===== src/rtl/i2c_arb_pkg.sv =====
// Shared types for the I2C transfer arbiter: FSM states and attempt result.
package i2c_arb_pkg;

  localparam int XFER_W = 24;

  typedef enum logic [2:0] {
    IDLE,
    ISSUE,
    WAIT_START,
    WAIT_END,
    GAP
  } state_t;

  typedef enum logic {
    RES_OK,
    RES_FAIL
  } res_t;

endpackage


===== src/rtl/i2c_rr_pick.sv =====
// Round-robin pick: first asserted request at or after ptr, wrapping mod N_REQ.
module i2c_rr_pick #(
  parameter  int N_REQ = 3,
  localparam int PW    = $clog2(N_REQ)
) (
  input  logic [N_REQ-1:0] req,
  input  logic [PW-1:0]    ptr,
  output logic [PW-1:0]    winner,
  output logic             valid
);

  logic [PW-1:0] idx;

  // Scan offsets from far to near so the request nearest to ptr overwrites last.
  always_comb begin
    winner = '0;
    valid  = 1'b0;
    idx    = '0;
    for (int i = N_REQ - 1; i >= 0; i--) begin
      idx = PW'((int'(ptr) + i) % N_REQ);
      if (req[idx]) begin
        winner = idx;
        valid  = 1'b1;
      end
    end
  end

endmodule


===== src/rtl/i2c_xfer_arbiter.sv =====
// Shares one I2C_Controller between N_REQ register-write requesters.
// Round-robin grant, GO/END/ACK handshake with retry on NACK or timeout,
// and a one-cycle done/err pulse back to the winning requester.
module i2c_xfer_arbiter
  import i2c_arb_pkg::*;
#(
  parameter int N_REQ       = 3,
  parameter int XFER_W      = i2c_arb_pkg::XFER_W,
  parameter int MAX_RETRY   = 3,
  parameter int TIMEOUT_CYC = 2000000,
  parameter int GO_LOW_CYC  = 5000
) (
  input  logic                    iCLK,
  input  logic                    iRST_N,
  input  logic [N_REQ-1:0]        req,
  input  logic [N_REQ*XFER_W-1:0] req_data,
  output logic [N_REQ-1:0]        done,
  output logic [N_REQ-1:0]        err,
  output logic                    busy,
  output logic [XFER_W-1:0]       i2c_data,
  output logic                    i2c_go,
  input  logic                    i2c_end,
  input  logic                    i2c_ack
);

  localparam int PW      = $clog2(N_REQ);
  localparam int CNT_MAX = (TIMEOUT_CYC > GO_LOW_CYC) ? TIMEOUT_CYC : GO_LOW_CYC;
  localparam int CW      = $clog2(CNT_MAX + 1);
  localparam int RW      = (MAX_RETRY < 1) ? 1 : $clog2(MAX_RETRY + 1);

  state_t        state, nxt;
  res_t          res;
  logic [PW-1:0] ptr, winner, pickIdx, nextPtr;
  logic          pickVld;
  logic [RW-1:0] retryCnt;
  logic [CW-1:0] cnt;
  logic          endMeta, endS, ackMeta, ackS;
  logic          tmo, gapDone, attemptEnd, attemptOk;

  i2c_rr_pick #(.N_REQ(N_REQ)) uPick (
    .req    (req),
    .ptr    (ptr),
    .winner (pickIdx),
    .valid  (pickVld)
  );

  // One counter serves as attempt timer and GO-low gap timer; it saturates.
  assign tmo     = (cnt >= CW'(TIMEOUT_CYC - 1));
  assign gapDone = (cnt >= CW'(GO_LOW_CYC - 1));
  assign nextPtr = (winner == PW'(N_REQ - 1)) ? '0 : winner + 1'b1;
  assign busy    = (state != IDLE);

  // END/ACK come from the controller's divided clock: two-flop synchronisers.
  always_ff @(posedge iCLK or negedge iRST_N) begin
    if (!iRST_N) begin
      endMeta <= 1'b0;
      endS    <= 1'b0;
      ackMeta <= 1'b0;
      ackS    <= 1'b0;
    end else begin
      endMeta <= i2c_end;
      endS    <= endMeta;
      ackMeta <= i2c_ack;
      ackS    <= ackMeta;
    end
  end

  // State register.
  always_ff @(posedge iCLK or negedge iRST_N) begin
    if (!iRST_N) state <= IDLE;
    else         state <= nxt;
  end

  // Next state; a completed END takes precedence over a coincident timeout.
  always_comb begin
    nxt        = state;
    attemptEnd = 1'b0;
    attemptOk  = 1'b0;
    unique case (state)
      IDLE:       if (pickVld) nxt = ISSUE;
      ISSUE:      nxt = WAIT_START;
      WAIT_START: begin
        if (tmo) begin
          attemptEnd = 1'b1;
          nxt        = GAP;
        end else if (!endS) begin
          nxt = WAIT_END;
        end
      end
      WAIT_END: begin
        if (endS) begin
          attemptEnd = 1'b1;
          attemptOk  = !ackS;
          nxt        = GAP;
        end else if (tmo) begin
          attemptEnd = 1'b1;
          nxt        = GAP;
        end
      end
      GAP: begin
        if (gapDone) begin
          if (res == RES_OK)                    nxt = IDLE;
          else if (retryCnt < RW'(MAX_RETRY))   nxt = ISSUE;
          else                                  nxt = IDLE;
        end
      end
      default:    nxt = IDLE;
    endcase
  end

  // Datapath: grant latch, GO, timers, retry count, pointer and result pulses.
  always_ff @(posedge iCLK or negedge iRST_N) begin
    if (!iRST_N) begin
      done     <= '0;
      err      <= '0;
      i2c_go   <= 1'b0;
      i2c_data <= '0;
      winner   <= '0;
      ptr      <= '0;
      retryCnt <= '0;
      cnt      <= '0;
      res      <= RES_OK;
    end else begin
      done <= '0;
      err  <= '0;
      unique case (state)
        IDLE: begin
          if (pickVld) begin
            winner   <= pickIdx;
            i2c_data <= req_data[int'(pickIdx)*XFER_W +: XFER_W];
            retryCnt <= '0;
          end
        end
        ISSUE: begin
          i2c_go <= 1'b1;
          cnt    <= '0;
        end
        WAIT_START, WAIT_END: begin
          if (attemptEnd) begin
            i2c_go <= 1'b0;
            cnt    <= '0;
            res    <= attemptOk ? RES_OK : RES_FAIL;
          end else if (cnt != '1) begin
            cnt <= cnt + 1'b1;
          end
        end
        GAP: begin
          if (gapDone) begin
            if (res == RES_OK) begin
              done[winner] <= 1'b1;
              ptr          <= nextPtr;
            end else if (retryCnt < RW'(MAX_RETRY)) begin
              retryCnt <= retryCnt + 1'b1;
            end else begin
              err[winner] <= 1'b1;
              ptr         <= nextPtr;
            end
          end else if (cnt != '1) begin
            cnt <= cnt + 1'b1;
          end
        end
        default: ;
      endcase
    end
  end

endmodule


===== config.mk =====
export PLATFORM = sky130hd
export DESIGN_NAME = i2c_xfer_arbiter
export DESIGN_NICKNAME = d
export VERILOG_FILES = /design/src/rtl/i2c_arb_pkg.sv /design/src/rtl/i2c_rr_pick.sv /design/src/rtl/i2c_xfer_arbiter.sv
export SDC_FILE = /design/constraint.sdc
export NUM_CORES = 1
export LEC_CHECK = 0
export ABC_CLOCK_PERIOD_IN_PS = 2500
export CAP_MARGIN = 20
export CORE_MARGIN = 2
export CORE_UTILIZATION = 25
export DETAILED_ROUTE_END_ITERATION = 8
export PLACE_DENSITY = 0.59
export SYNTH_ARGS = -nofsm -noshare
export SYNTH_HDL_FRONTEND = slang
export SYNTH_SLANG_ARGS = --single-unit

===== constraint.sdc =====
create_clock -name iCLK -period 2.5 [get_ports iCLK]
set_clock_uncertainty 0.2 [all_clocks]
set_input_delay 0.625 -clock iCLK [delete_from_list [all_inputs] [get_ports iCLK]]
set_output_delay 0.625 -clock iCLK [all_outputs]
set_load 0.05 [all_outputs]

## After elaboration in Yosys (flattened, before gate mapping)

Cells that the tools add are included.

| word-level totals | value |
|---|---|
| register bits after elaboration | 66 |
| output and inout bits | 32 |
| word-level logic and storage cells | 112 |

| operators by class | value |
|---|---|
| magnitude comparators | 8 |
| multiplexer cells | 50 |
| divide/modulo/power cells | 3 |
| shifts and indexed selects | 1 |
| reduce and logical (&&, ||, !) cells | 15 |
| add/sub/neg operators | 5 |
| multipliers | 1 |
| eq/ne operators | 15 |

Operator list:

| kind | number |
|---|---|
| $shiftx A72 B8 Y24 | 1 |
| $mod A32 B3 Y32 const B | 2 |
| $mux W21 | 3 |
| $pmux W21 S3 | 1 |
| $mux W3 | 13 |
| $mod A3 B3 Y32 const B | 1 |
| $add A21 B1 Y21 const B | 1 |
| $ge A21 B13 Y1 const B | 1 |
| $ge A21 B21 Y1 const B | 1 |
| $ne A21 B21 Y1 const B | 1 |
| $mux W2 | 10 |
| $mux W1 | 15 |
| $pmux W3 S5 | 1 |
| $ne A2 B2 Y1 const B | 7 |
| $lt A2 B3 Y1 const B | 4 |
| $reduce_and A2 Y1 | 4 |
| $bmux W1 S2 | 3 |
| $eq A3 B2 Y1 const B | 2 |
| $ne A3 B3 Y1 const B | 2 |
| $reduce_bool A3 Y1 | 2 |
| $reduce_and A5 Y1 | 1 |
| $add A2 B1 Y2 const B | 2 |
| $mul A2 B2 Y4 const B | 1 |
| $pmux W1 S2 | 2 |
| 16 further kinds | 17 |

## Depth between registers and ports, before layout

| depth | value |
|---|---|
| word-level depth | 9 |
| gate-level depth with buffers | 9 |

## Hierarchy

A second synthesis with hierarchy kept.

| second synthesis, totals | value |
|---|---|
| cell total of the unflattened synthesis | 432 |
| area total of the unflattened synthesis | 3809.9 µm² |

Modules (own cells, without submodules):

| module | instances | cells an instance | area an instance (µm²) | seq. area each (µm²) |
|---|---|---|---|---|
| i2c_xfer_arbiter | 1 | 403 | 3587.2 | 1651.6 |
| i2c_rr_pick | 1 | 29 | 222.7 | 0.0 |

## Least setup slack after synthesis

Ideal clock, no wire load.

| timing | value |
|---|---|
| path type | reg2reg |
| start | register ptr[0] |
| end | register i2c_data[10] |
| clock period less this slack | 2.451 ns |
| arrival time | 2.118 ns |
| setup slack | 0.049 ns |
| buffers on the path | 2 |
| cell stages (with the launch flop) | 10 |
| data required time | 2.167 ns |
| path through | dfrtp_1 > inv_1 > ha_1 > maj3_1 > o221a_2 > clkbuf_1 > buf_2 > mux2_2 > mux2i_1 > o21ai_0 |

| between the ends | value |
|---|---|
| cells in the longest elaborated chain, start to end | 9 |
| elaborated cells on any way between the ends | 20 |

Ends and longest elaborated chain:

| item | line | RTL |
|---|---|---|
| start: declaration | i2c_xfer_arbiter.sv:33 | `logic [PW-1:0] ptr, winner, pickIdx, nextPtr;` |
| start signal: assignment | i2c_xfer_arbiter.sv:151 | `ptr <= nextPtr;` |
| start signal: assignment | i2c_xfer_arbiter.sv:156 | `ptr <= nextPtr;` |
| $add A2 B2 Y3 | i2c_rr_pick.sv:20 | `idx = PW'((int'(ptr) + i) % N_REQ);` |
| $mod A32 B3 Y32 | i2c_rr_pick.sv:20 |  |
| $bmux W1 S2 | i2c_rr_pick.sv:21 | `if (req[idx]) begin` |
| $mux W1 (not written as such) | i2c_rr_pick.sv:21 |  |
| $mux W2 (3 in series) | i2c_rr_pick.sv:21 |  |
| $mul A2 B2 Y4 | i2c_xfer_arbiter.sv:130 | `i2c_data <= req_data[int'(pickIdx)*XFER_W +: XFER_W];` |
| $shiftx A72 B8 Y24 | i2c_xfer_arbiter.sv:130 |  |
| end signal: assignment | i2c_xfer_arbiter.sv:130 |  |
| end: declaration | i2c_xfer_arbiter.sv:20 | `output logic [XFER_W-1:0] i2c_data,` |

Parallel ways exist; a longest one is shown, timed or not. The select of a mux whose other input is x is not followed.
A chain may end at the register's enable or synchronous reset.

## Worst setup path after layout

| timing | value |
|---|---|
| start | input req[0] |
| end | register i2c_data[9] |

| between the ends | value |
|---|---|
| cells in the longest elaborated chain, start to end | 7 |
| elaborated cells on any way between the ends | 15 |

Ends and longest elaborated chain:

| item | line | RTL |
|---|---|---|
| start: declaration | i2c_xfer_arbiter.sv:15 | `input logic [N_REQ-1:0] req,` |
| $bmux W1 S2 | i2c_rr_pick.sv:21 |  |
| $mux W1 (not written as such) | i2c_rr_pick.sv:21 |  |
| $mux W2 (3 in series) | i2c_rr_pick.sv:21 |  |
| $mul A2 B2 Y4 | i2c_xfer_arbiter.sv:130 |  |
| $shiftx A72 B8 Y24 | i2c_xfer_arbiter.sv:130 |  |

Parallel ways exist; a longest one is shown, timed or not. The select of a mux whose other input is x is not followed.

==> results_dict.tcl <==
set metrics [dict create \
    start_kind "input port" \
    cts_hold_buf 0 \
    netlist_area_mm2 0.00365 \
    die_w_um 125 \
    nFillCells 1401 \
    coreArea_mm2 0.0144 \
    fin_ws_ps 52.5 \
    antenna_found_initial 0 \
    final-hold-violation-count 0 \
    drc_errors 0 \
    endpoint_kind "flip-flop" \
    ys_async_sr_fraction_pct 100 \
    grt_usage_pct 13.1 \
    setup_violations 0 \
    start_util_pct 25.4 \
    setup_tns_ps 0 \
    worstPathArrival_ps 2450 \
    grt_busiest_layer "met2" \
    cts_tree "done" \
    p_total_w 0.00546 \
    peakVddDrop_v 0.000529 \
    cts-htree-levels 3 \
    worst_path_max_delay_cell "clkdlybuf4s50_1" \
    dr.pass1.iters 7 \
    use_met3_pct 5.58 \
    criticalPathCategory "input port to flip-flop" \
    cts_buffers 9 \
    synth_area_leaders "dfrtp_1 45%, mux2_2 8.0%, mux2i_1 7.4%" \
    yosys-top-cells-count "66 x dfrtp_1, 38 x o21ai_0, 36 x nor2_1" \
    diodes 0 \
    p_leak_nw 2.42 \
    ys_seq_area_share_pct 45.3 \
    io_buffer_count 110 \
    die_y_um 125 \
    avgRoutedWirePerCell_um 15.1 \
    tightest_slew_ps 541 \
    synth_top_cell_by_area "dfrtp_1" \
    power_density_mw_per_mm2 982 \
    synth_cell_type_count 53 \
    finalCriticalPeriod_ps 2450 \
    grt_max_degree 43 \
    path_delay_family "buffers and inverters" \
    yosys.area.top_type_share_pct 45.3 \
    num_io_pins 111 \
    critPathMaxFanout 6 \
    ys.flop_type "dfrtp_1" \
    fin_util_pct 38.7 \
    nets 585 \
    synthToLayoutAreaGrowth_pct 52.5 \
    cpPeakStageDelay_ps 480 \
    holdWs_ps 75.1 \
    status "complete, no violations" \
    met1_usage_pct 15.0 \
    row_count 44 \
    via_per_inst 4.84 \
    min_period_over_period_pct 97.9 \
    synth.net_count 457 \
    drt_iter0_drc 145 \
    required_ps 2510 \
    clock_tree.buffer_depth 2 \
    syn_avg_cell_area_um2 9.76 \
    relSlewSlack_pct 64.0 \
    rsz0062_at_grt "yes" \
    dieArea_mm2 0.0156 \
    dp_hpwl_um 7620 \
    cp_num_buf_inv 3 \
    dr_total_vias 3347 \
    wirelength_um 10400 \
    preCtsSetupSlack_ps -335 \
    hold_class "input port to async pin" \
    cp_cell_sequence "clkdlybuf4s50_1, inv_1, maj3_2, o221a_4, clkbuf_16, mux2_2, mux2i_1, o21ai_0" \
    synth_seq_cells 66 \
    worstSkewPairLatency_ps 330 \
    ant_nets 0 \
    synth_edf_count 0 \
    cap_violations 0 \
    gp_congestion 0.900 \
    cts_root_buf "clkbuf_16" \
    clock_sinks 66 \
    synth_most_common_cell "dfrtp_1" \
    use_met2_pct 22.1 \
    yosysWarnings 0 \
    synthCells 374 \
    final_max_slew_viol_count 0 \
    grt_pass1_wl_um 16700 \
    clkTransAtPathRegs_ps 60 \
    drive_above_1_share_pct 17.2 \
    grt_pass1_vias 3514 \
    overflow 0 \
    fmax_ghz 0.409 \
]
-- through the flow --
step	cells	cell area [um2]
floorplan	374	3650
global route	691	5560
CTS	686	5450
detailed placement	670	5090
global placement	670	5090
finish	691	5560
-- metal layers --
metal | part of all wire [%] | vias up
met2 | 50 | 148
met4 | 1.4 | 0
met1 | 40 | 1579
met3 | 9.0 | 15
li1 | - | 1605
met5 | 0 | -
-- layout by cell type, fill, tap and decap left out, drive strengths merged, types with 3 or more instances in the layout --
cell,Yosys,final
nand2,34,34
xor2,10,10
or3,4,4
clkdlybuf4s50,0,107
o21ai,40,40
a21oi,15,15
inv,11,12
nor4b,3,3
nand3,9,9
clkbuf,11,13
mux2,26,26
bufinv,0,3
dfrtp,66,66
xnor2,3,3
nor2,37,37
nor3b,3,3
mux2i,27,27
nor3,8,8
ha,4,4
o211ai,5,5
nand4,5,5
o2111ai,3,3
or4,3,3
nor4,5,5
and3,5,5
nand2b,4,4
buf,7,24
-- layout make-up --
type | count | area (um2) | share of cell area (%)
clock inverters | 6 | 113 | 2.02
inverters | 11 | 41.3 | 0.742
multi-input cells | 279 | 1920 | 34.5
flip-flops and latches | 66 | 1650 | 29.7
well taps | 184 | 230 | 4.14
repair buffers | 135 | 1370 | 24.6
clock buffers | 10 | 239 | 4.30
-- cells by family after synthesis --
family / synth area share [%]
and+or+nand+nor: 17.8
AOI/OAI and AO/OA: 13.5
DFF: 45.3
muxes: 15.4
buffers and inverters: 3.22
xor gates and xnor gates: 3.12
adders and majority gates: 1.65
-- path summary, 6_finish.rpt --
path | start | end | slack [ps] | cells past startpoint
setup / recovery | req[0] | i2c_data[9] | 50 | 8
setup reg to reg | ptr[0] | i2c_data[9] | 80 | 9
min in group iCLK | ackMeta | ackS | 150 | 0
hold / removal | iRST_N | i2c_data[21] | 80 | 1
hold reg to reg | ackMeta | ackS | 150 | 0
max in group asynchronous | iRST_N | cnt[2] | 1440 | 2
-- repair_timing --
action	CTS	global route
buffers inserted	0	1
resized for setup	0	18
endpoints found under the setup margin	0	31
-- flip-flops by register name, indices dropped and copies added (netlist names) --
name      flops
retryCnt      2
i2c_data     24
ptr           2
ackS          1
err           3
cnt          21
done          3
res           1
endS          1
ackMeta       1
i2c_go        1
endMeta       1
winner        2
state         3
-- where the power goes --
group	total (W)	switching (W)	internal, W	leakage (nW)
Combinational	0.00240	0.00151	0.000888	1.39
Sequential	0.00158	0.000226	0.00135	0.859
Clock	0.00149	0.000485	0.00100	0.173
Total	0.00546	0.00222	0.00324	2.42
Note: power is estimated with default switching activity, not from simulation.
